<file path="config.mk">
export PLATFORM = sky130hd
export DESIGN_NAME = mem_port_arbiter
export DESIGN_NICKNAME = d
export VERILOG_FILES = /design/src/rtl/cpu_pkg.sv /design/src/rtl/mem_arb_pick.sv /design/src/rtl/mem_port_arbiter.sv
export SDC_FILE = /design/constraint.sdc
export NUM_CORES = 1
export LEC_CHECK = 0
export ABC_CLOCK_PERIOD_IN_PS = 2430
export CORE_ASPECT_RATIO = 0.75
export CORE_MARGIN = 4
export CORE_UTILIZATION = 35
export CTS_BUF_LIST = sky130_fd_sc_hd__clkbuf_8
export DETAILED_ROUTE_END_ITERATION = 10
export HOLD_SLACK_MARGIN = 0.12
export PLACE_DENSITY = 0.7
export SETUP_SLACK_MARGIN = 0.02
export SYNTH_ARGS = -nofsm -noshare
export SYNTH_HDL_FRONTEND = slang
export SYNTH_HIERARCHICAL = 1
export SYNTH_SLANG_ARGS = --single-unit
</file>
<file path="constraint.sdc">
create_clock -name clk -period 2.43 [get_ports clk]
set_clock_uncertainty 0.1 [all_clocks]
set_input_delay 0.243 -clock clk [delete_from_list [all_inputs] [get_ports clk]]
set_output_delay 0.243 -clock clk [all_outputs]
set_load 0.01 [all_outputs]
</file>
<file path="src/rtl/cpu_pkg.sv">
// Shared definitions for the memory port arbiter: FSM state encoding,
// transaction owner codes and internal counter widths.
package cpu_pkg;

    typedef enum logic [1:0] {
        ST_IDLE = 2'b00,
        ST_BUSY = 2'b01,
        ST_DONE = 2'b10
    } arb_state_t;

    localparam logic [1:0] OWNER_NONE = 2'b00;
    localparam logic [1:0] OWNER_CPU  = 2'b01;
    localparam logic [1:0] OWNER_DBG  = 2'b10;

    // Latency counter covers MEM_LAT up to 7, streak counter up to 15.
    localparam int LAT_CNT_W = 3;
    localparam int STREAK_W  = 4;

endpackage

</file>
<file path="src/rtl/mem_arb_pick.sv">
// Winner selection between the CPU and debug requesters. Debug wins by
// default; the CPU wins when it is alone or when debug has been granted
// MAX_DBG_STREAK times in a row while the CPU waited. halt blocks the CPU.
module mem_arb_pick
    import cpu_pkg::*;
#(
    parameter int MAX_DBG_STREAK = 4
) (
    input  logic                cpu_req,
    input  logic                dbg_req,
    input  logic                halt,
    input  logic [STREAK_W-1:0] streak,
    output logic                grant_cpu,
    output logic                grant_dbg
);

    localparam logic [STREAK_W-1:0] STREAK_MAX = STREAK_W'(MAX_DBG_STREAK);

    logic cpu_ok;

    // Pick at most one winner; the two grants are mutually exclusive.
    always_comb begin
        cpu_ok    = cpu_req & ~halt;
        grant_cpu = cpu_ok & (~dbg_req | (streak >= STREAK_MAX));
        grant_dbg = dbg_req & ~grant_cpu;
    end

endmodule

</file>
<file path="src/rtl/mem_port_arbiter.sv">
// Shares one memory between the multicycle CPU port and a debug/loader
// port. One transaction is in flight at a time: IDLE grants, BUSY waits
// MEM_LAT clocks for read data, DONE presents a one-cycle done pulse.
module mem_port_arbiter
    import cpu_pkg::*;
#(
    parameter int ADDR_W         = 32,
    parameter int DATA_W         = 32,
    parameter int MEM_LAT        = 1,
    parameter int MAX_DBG_STREAK = 4
) (
    input  logic              clk,
    input  logic              rst,
    input  logic              halt,
    input  logic              cpu_req,
    input  logic              cpu_we,
    input  logic [ADDR_W-1:0] cpu_addr,
    input  logic [DATA_W-1:0] cpu_wdata,
    output logic              cpu_done,
    output logic [DATA_W-1:0] cpu_rdata,
    output logic              cpu_stall,
    input  logic              dbg_req,
    input  logic              dbg_we,
    input  logic [ADDR_W-1:0] dbg_addr,
    input  logic [DATA_W-1:0] dbg_wdata,
    output logic              dbg_done,
    output logic [DATA_W-1:0] dbg_rdata,
    output logic              mem_we,
    output logic [ADDR_W-1:0] mem_addr,
    output logic [DATA_W-1:0] mem_din,
    input  logic [DATA_W-1:0] mem_dout,
    output logic [1:0]        owner
);

    localparam logic [LAT_CNT_W-1:0] LAT_LAST   = LAT_CNT_W'(MEM_LAT);
    localparam logic [STREAK_W-1:0]  STREAK_MAX = STREAK_W'(MAX_DBG_STREAK);

    arb_state_t           state_q, state_d;
    logic [LAT_CNT_W-1:0] lat_cnt;
    logic [STREAK_W-1:0]  streak;
    logic                 txn_we;
    logic                 grant_cpu, grant_dbg;
    logic                 lat_hit;

    mem_arb_pick #(
        .MAX_DBG_STREAK(MAX_DBG_STREAK)
    ) u_pick (
        .cpu_req  (cpu_req),
        .dbg_req  (dbg_req),
        .halt     (halt),
        .streak   (streak),
        .grant_cpu(grant_cpu),
        .grant_dbg(grant_dbg)
    );

    assign lat_hit   = (lat_cnt == LAT_LAST);
    assign cpu_stall = cpu_req & ~cpu_done;

    // State register.
    always_ff @(posedge clk or negedge rst) begin
        // NOTE: non-blocking assignment keeps every flop sampling pre-edge values.
        if (!rst) state_q <= ST_IDLE;
        else      state_q <= state_d;
    end

    // Next-state logic.
    always_comb begin
        // NOTE: default first so no path leaves state_d unassigned (no latch).
        state_d = state_q;
        case (state_q)
            ST_IDLE: if (grant_cpu || grant_dbg) state_d = ST_BUSY;
            ST_BUSY: if (lat_hit)                state_d = ST_DONE;
            ST_DONE:                             state_d = ST_IDLE;
            default:                             state_d = ST_IDLE;
        endcase
    end

    // Transaction datapath: latch the winner at grant, count latency,
    // capture read data and pulse the owner's done.
    always_ff @(posedge clk or negedge rst) begin
        if (!rst) begin
            mem_we    <= 1'b0;
            mem_addr  <= '0;
            mem_din   <= '0;
            txn_we    <= 1'b0;
            owner     <= OWNER_NONE;
            lat_cnt   <= '0;
            cpu_done  <= 1'b0;
            dbg_done  <= 1'b0;
            cpu_rdata <= '0;
            dbg_rdata <= '0;
        end else begin
            case (state_q)
                ST_IDLE: begin
                    if (grant_cpu) begin
                        mem_addr <= cpu_addr;
                        mem_din  <= cpu_wdata;
                        mem_we   <= cpu_we;
                        txn_we   <= cpu_we;
                        owner    <= OWNER_CPU;
                        lat_cnt  <= '0;
                    end else if (grant_dbg) begin
                        mem_addr <= dbg_addr;
                        mem_din  <= dbg_wdata;
                        mem_we   <= dbg_we;
                        txn_we   <= dbg_we;
                        owner    <= OWNER_DBG;
                        lat_cnt  <= '0;
                    end
                end
                ST_BUSY: begin
                    mem_we <= 1'b0;
                    if (lat_hit) begin
                        if (!txn_we && owner == OWNER_CPU) cpu_rdata <= mem_dout;
                        if (!txn_we && owner == OWNER_DBG) dbg_rdata <= mem_dout;
                        cpu_done <= (owner == OWNER_CPU);
                        dbg_done <= (owner == OWNER_DBG);
                    end else begin
                        lat_cnt <= lat_cnt + 1'b1;
                    end
                end
                ST_DONE: begin
                    cpu_done <= 1'b0;
                    dbg_done <= 1'b0;
                    owner    <= OWNER_NONE;
                end
                default: ;
            endcase
        end
    end

    // Consecutive debug grants taken while the CPU was waiting, saturating.
    always_ff @(posedge clk or negedge rst) begin
        if (!rst) begin
            streak <= '0;
        end else if (state_q == ST_IDLE) begin
            if (grant_cpu || !cpu_req)
                streak <= '0;
            else if (grant_dbg && !halt && streak != STREAK_MAX)
                streak <= streak + 1'b1;
        end
    end

endmodule

</file>
==> implementation parameters <==
Parameter                              Value

GRT
  All-layer global routing usage ... 0.1853
  Pin count of the biggest net entering global routing ... 52
  Vias in the first global route ... 5696
  Global-route wire length before repair ... 30120 um
  GRT Residual Overflow ... 0
  Initial antenna violation count ... 0

Yosys
  Commonest cells in the netlist ... dfrtp_1 (143), o21ai_0 (116), mux2i_1 (67), mux2_4 (60), clkbuf_1 (25)
  Leading cell types by total area after synthesis ... dfrtp_1 (56%), mux2_4 (14%), mux2i_1 (10%), o21ai_0 (9.0%), clkbuf_1 (1.5%)
  Post-Syn Nets ... 675
  Proportion of netlist area held by the largest area contributor ... 0.5551
  Combined area of all synthesized cells ... 6446 um2
  Most frequent cell after synthesis ... dfrtp_1
  Yosys top cell by area ... dfrtp_1
  Average size of a mapped cell ... 12.79 um2
  Number of instances in the synthesized netlist ... 504
  Share of synthesized area occupied by flip-flops and latches ... 0.5551
  Total of flip-flops plus latches after synthesis ... 143
  Count of flip-flops with a built-in enable after synthesis ... 0
  Number of unique standard cell types used by synthesis ... 36
  Count of warnings emitted by yosys ... 6
  Dominant synthesized flop cell ... dfrtp_1
  Async set-reset flop share out of synthesis ... 1.000

Job
  MaxCap Viol Count ... 0

Clocking
  Clock tree buffer depth ... 2
  CTS root buf ... clkbuf_8
  TritonCTS clock tree ... built
  Clock-pin transition on the worst setup and hold timing paths ... 90 ps
  H-tree depth reported by CTS ... 4
  Post-CTS Repair Setup Buffers ... 0
  Number of buffers added by the clock tree synthesis step ... 17
  Source-to-sink clock delay at the later pin of the worst-skew pair ... 420 ps
  Sinks on the clock net ... 143

Setup path
  Critical path class ... flop to flop
  CP required ... 2640 ps
  Crit-path cells ... inv_1 -> ha_1 -> nand4bb_1 -> or4_2 -> buf_12 -> mux2_4
  Number of buffer and inverter stages on the critical path ... 2
  Worst setup SP type ... flop
  Standard cell with the maximum stage delay on the critical path ... or4_2
  Critical path fanouts, max ... 32
  Type of element capturing the critical path ... flop
  Delay of the slowest cell on the worst path ... 600 ps
  Crit path arrival time ... 2390 ps
  Cell family contributing the most delay on the critical path ... simple AND/OR/NAND/NOR gates

Finish
  Fill cells ... 1492
  Area growth, synth to finish ... 58.05%
  Final Non-Filler Cells ... 1055
  Total number of nets in the final design ... 971
  Ratio of cells with drive above 1 in the final layout ... 0.1501
  Ant diodes ... 0

Hold path
  Worst Hold Class ... input pin to async pin

Timing
  Final max-slew violation count ... 0
  Worst-margin pin slew ... 751.7 ps
  Final setup vio count ... 0
  Unrepaired setup endpoints after global routing ... false
  Worst relative slew slack ... 0.4989
  Maximum clock rate ... 0.4594 GHz
  Minimum period implied by the final worst setup slack ... 2177 ps
  Period utilization ... 0.8958
  Final hold vios ... 0
  Setup total negative slack ... 0 ps

Die
  Die outline width ... 164.7 um
  Number of placement rows ... 42
  Die height ... 125.5 um
  Num ports ... 301
  Effective utilization at floorplan ... 0.3608
  Core Area ... 17870 um2
  Area of the die ... 20680 um2

Power and ir drop
  Final Total Pwr ... 11.70 mW
  Peak supply drop ... 0.5723 mV
  Cell leakage power ... 4.312 nW
  Power density of the placed cells ... 1148 nW/um2

Placed design
  Cell count after placement ... 1022
  Final weighted congestion of routability-driven global placement ... 0.8668
  Post-DP HPWL ... 14440 um
  Number of buffers added on ports ... 300

Route
  Final ANT Viol Nets ... 0
  DRC marker count from the first detailed-route iteration ... 252
  Residual DRC count ... 0
  Via/cell ratio ... 4.907
  Total via count after detailed routing ... 5177
  Total length of routed wires ... 19100 um
  Number of iterations in the first detailed-routing pass ... 5
  Routed len/inst ... 18.11 um

Status
  Run status ... complete, no violations
==> routing by layer <==
metal  track usage  wire, um
met5             0         0
met3       0.06974      1681
met4       0.06797       373
met1        0.2101      7440
met2        0.3180      9606
==> stage by stage <==
| stage | area [um2] | hold slack (ps) | setup WS [ps] | utilization |
|---|---|---|---|---|
| 4_1_cts | 10190 | 181.3 | 257.8 | 0.5702 |
| 6_report | 10190 | 197.6 | 253.1 | 0.5702 |
| 3_5_place_dp | 9796 | 120.9 | 223.5 | 0.5482 |
| 5_1_grt | 10190 | 205.0 | 157.2 | 0.5702 |
| 3_3_place_gp | 9796 | 117.9 | 255.0 | 0.5482 |
| 2_1_floorplan | 6446 | -152.6 | 514.6 | - |
==> where the power goes <==
| part | internal (mW) | switching [mW] |
|---|---|---|
| Combinational | 3.33 | 2.29 |
| Sequential | 3.54 | 0.704 |
| Clock | 0.841 | 1.00 |
| Total | 7.70 | 4.00 |
==> repair_timing <==
item / 4_1_cts / 5_1_grt
resized for setup: 0 / 0
hold buffers: 1 / 0
hold endpoints to repair: 143 / 0
==> cell families (layout without fill, tap and decap cells) <==
| logic type | Yosys count | count (layout) | share of synthesized area |
|---|---|---|---|
| multiplexers | 131 | 131 | 0.2508 |
| AND/OR/NAND/NOR | 28 | 28 | 0.02698 |
| AO/OA/AOI/OAI | 151 | 151 | 0.1238 |
| flip-flops | 143 | 143 | 0.5551 |
| adder cells (fa/ha/maj) | 4 | 4 | 0.007764 |
| buffers and inverters | 47 | 356 | 0.03552 |
==> final timing paths <==
path / endpoint / startpoint / depth (start not counted) / slack, ps
setup reg to reg: cpu_rdata[5] / lat_cnt[1] / 6 / 250
hold / removal: mem_addr[16] / rst / 2 / 200
min in group clk: mem_din[12] / dbg_wdata[12] / 3 / 340
setup / recovery: cpu_rdata[5] / lat_cnt[1] / 6 / 250
hold reg to reg: mem_addr[14] / mem_addr[14] / 2 / 400
max in group asynchronous: mem_din[13] / rst / 3 / 1370
==> cell usage in the layout (no fill, tap or decap), types with 2 or more instances in the layout <==
| cell type | Yosys | layout |
|---|---|---|
| o21ai_0 | 116 | 115 |
| nor2_1 | 8 | 7 |
| o21ai_1 | 16 | 16 |
| mux2i_1 | 67 | 67 |
| nand3b_1 | 2 | 2 |
| ha_1 | 4 | 4 |
| mux2_4 | 60 | 60 |
| nand4_1 | 2 | 2 |
| or4_2 | 0 | 2 |
| clkdlybuf4s50_1 | 0 | 299 |
| inv_6 | 0 | 6 |
| a32o_1 | 2 | 2 |
| buf_12 | 0 | 8 |
| inv_1 | 9 | 9 |
| o22ai_1 | 5 | 5 |
| or2_2 | 2 | 3 |
| a21oi_1 | 4 | 3 |
| clkinvlp_4 | 0 | 4 |
| buf_4 | 0 | 6 |
| dfrtp_1 | 143 | 143 |
| clkbuf_8 | 0 | 17 |
| mux2_2 | 4 | 4 |
| nor2b_1 | 5 | 5 |
| inv_8 | 0 | 2 |
==> state kept, by name, indices dropped and copies added (netlist names) <==
name,count
cpu_rdata,32
mem_din,32
streak,4
state_q,2
mem_we,1
dbg_done,1
mem_addr,32
txn_we,1
lat_cnt,3
cpu_done,1
dbg_rdata,32
owner,2
==> cell type report <==
cell class,count,area [um2],share of cell area
Inverter,9,33.78,0.003316
Clock inverter,15,148.9,0.01461
Tap cell,242,302.8,0.02972
Clock buffer,17,234.0,0.02296
Multi-Input combinational cell,314,2671,0.2622
Sequential cell,143,3578,0.3512
Timing Repair Buffer,315,3219,0.3160
Note: power is estimated with default switching activity, not from simulation.
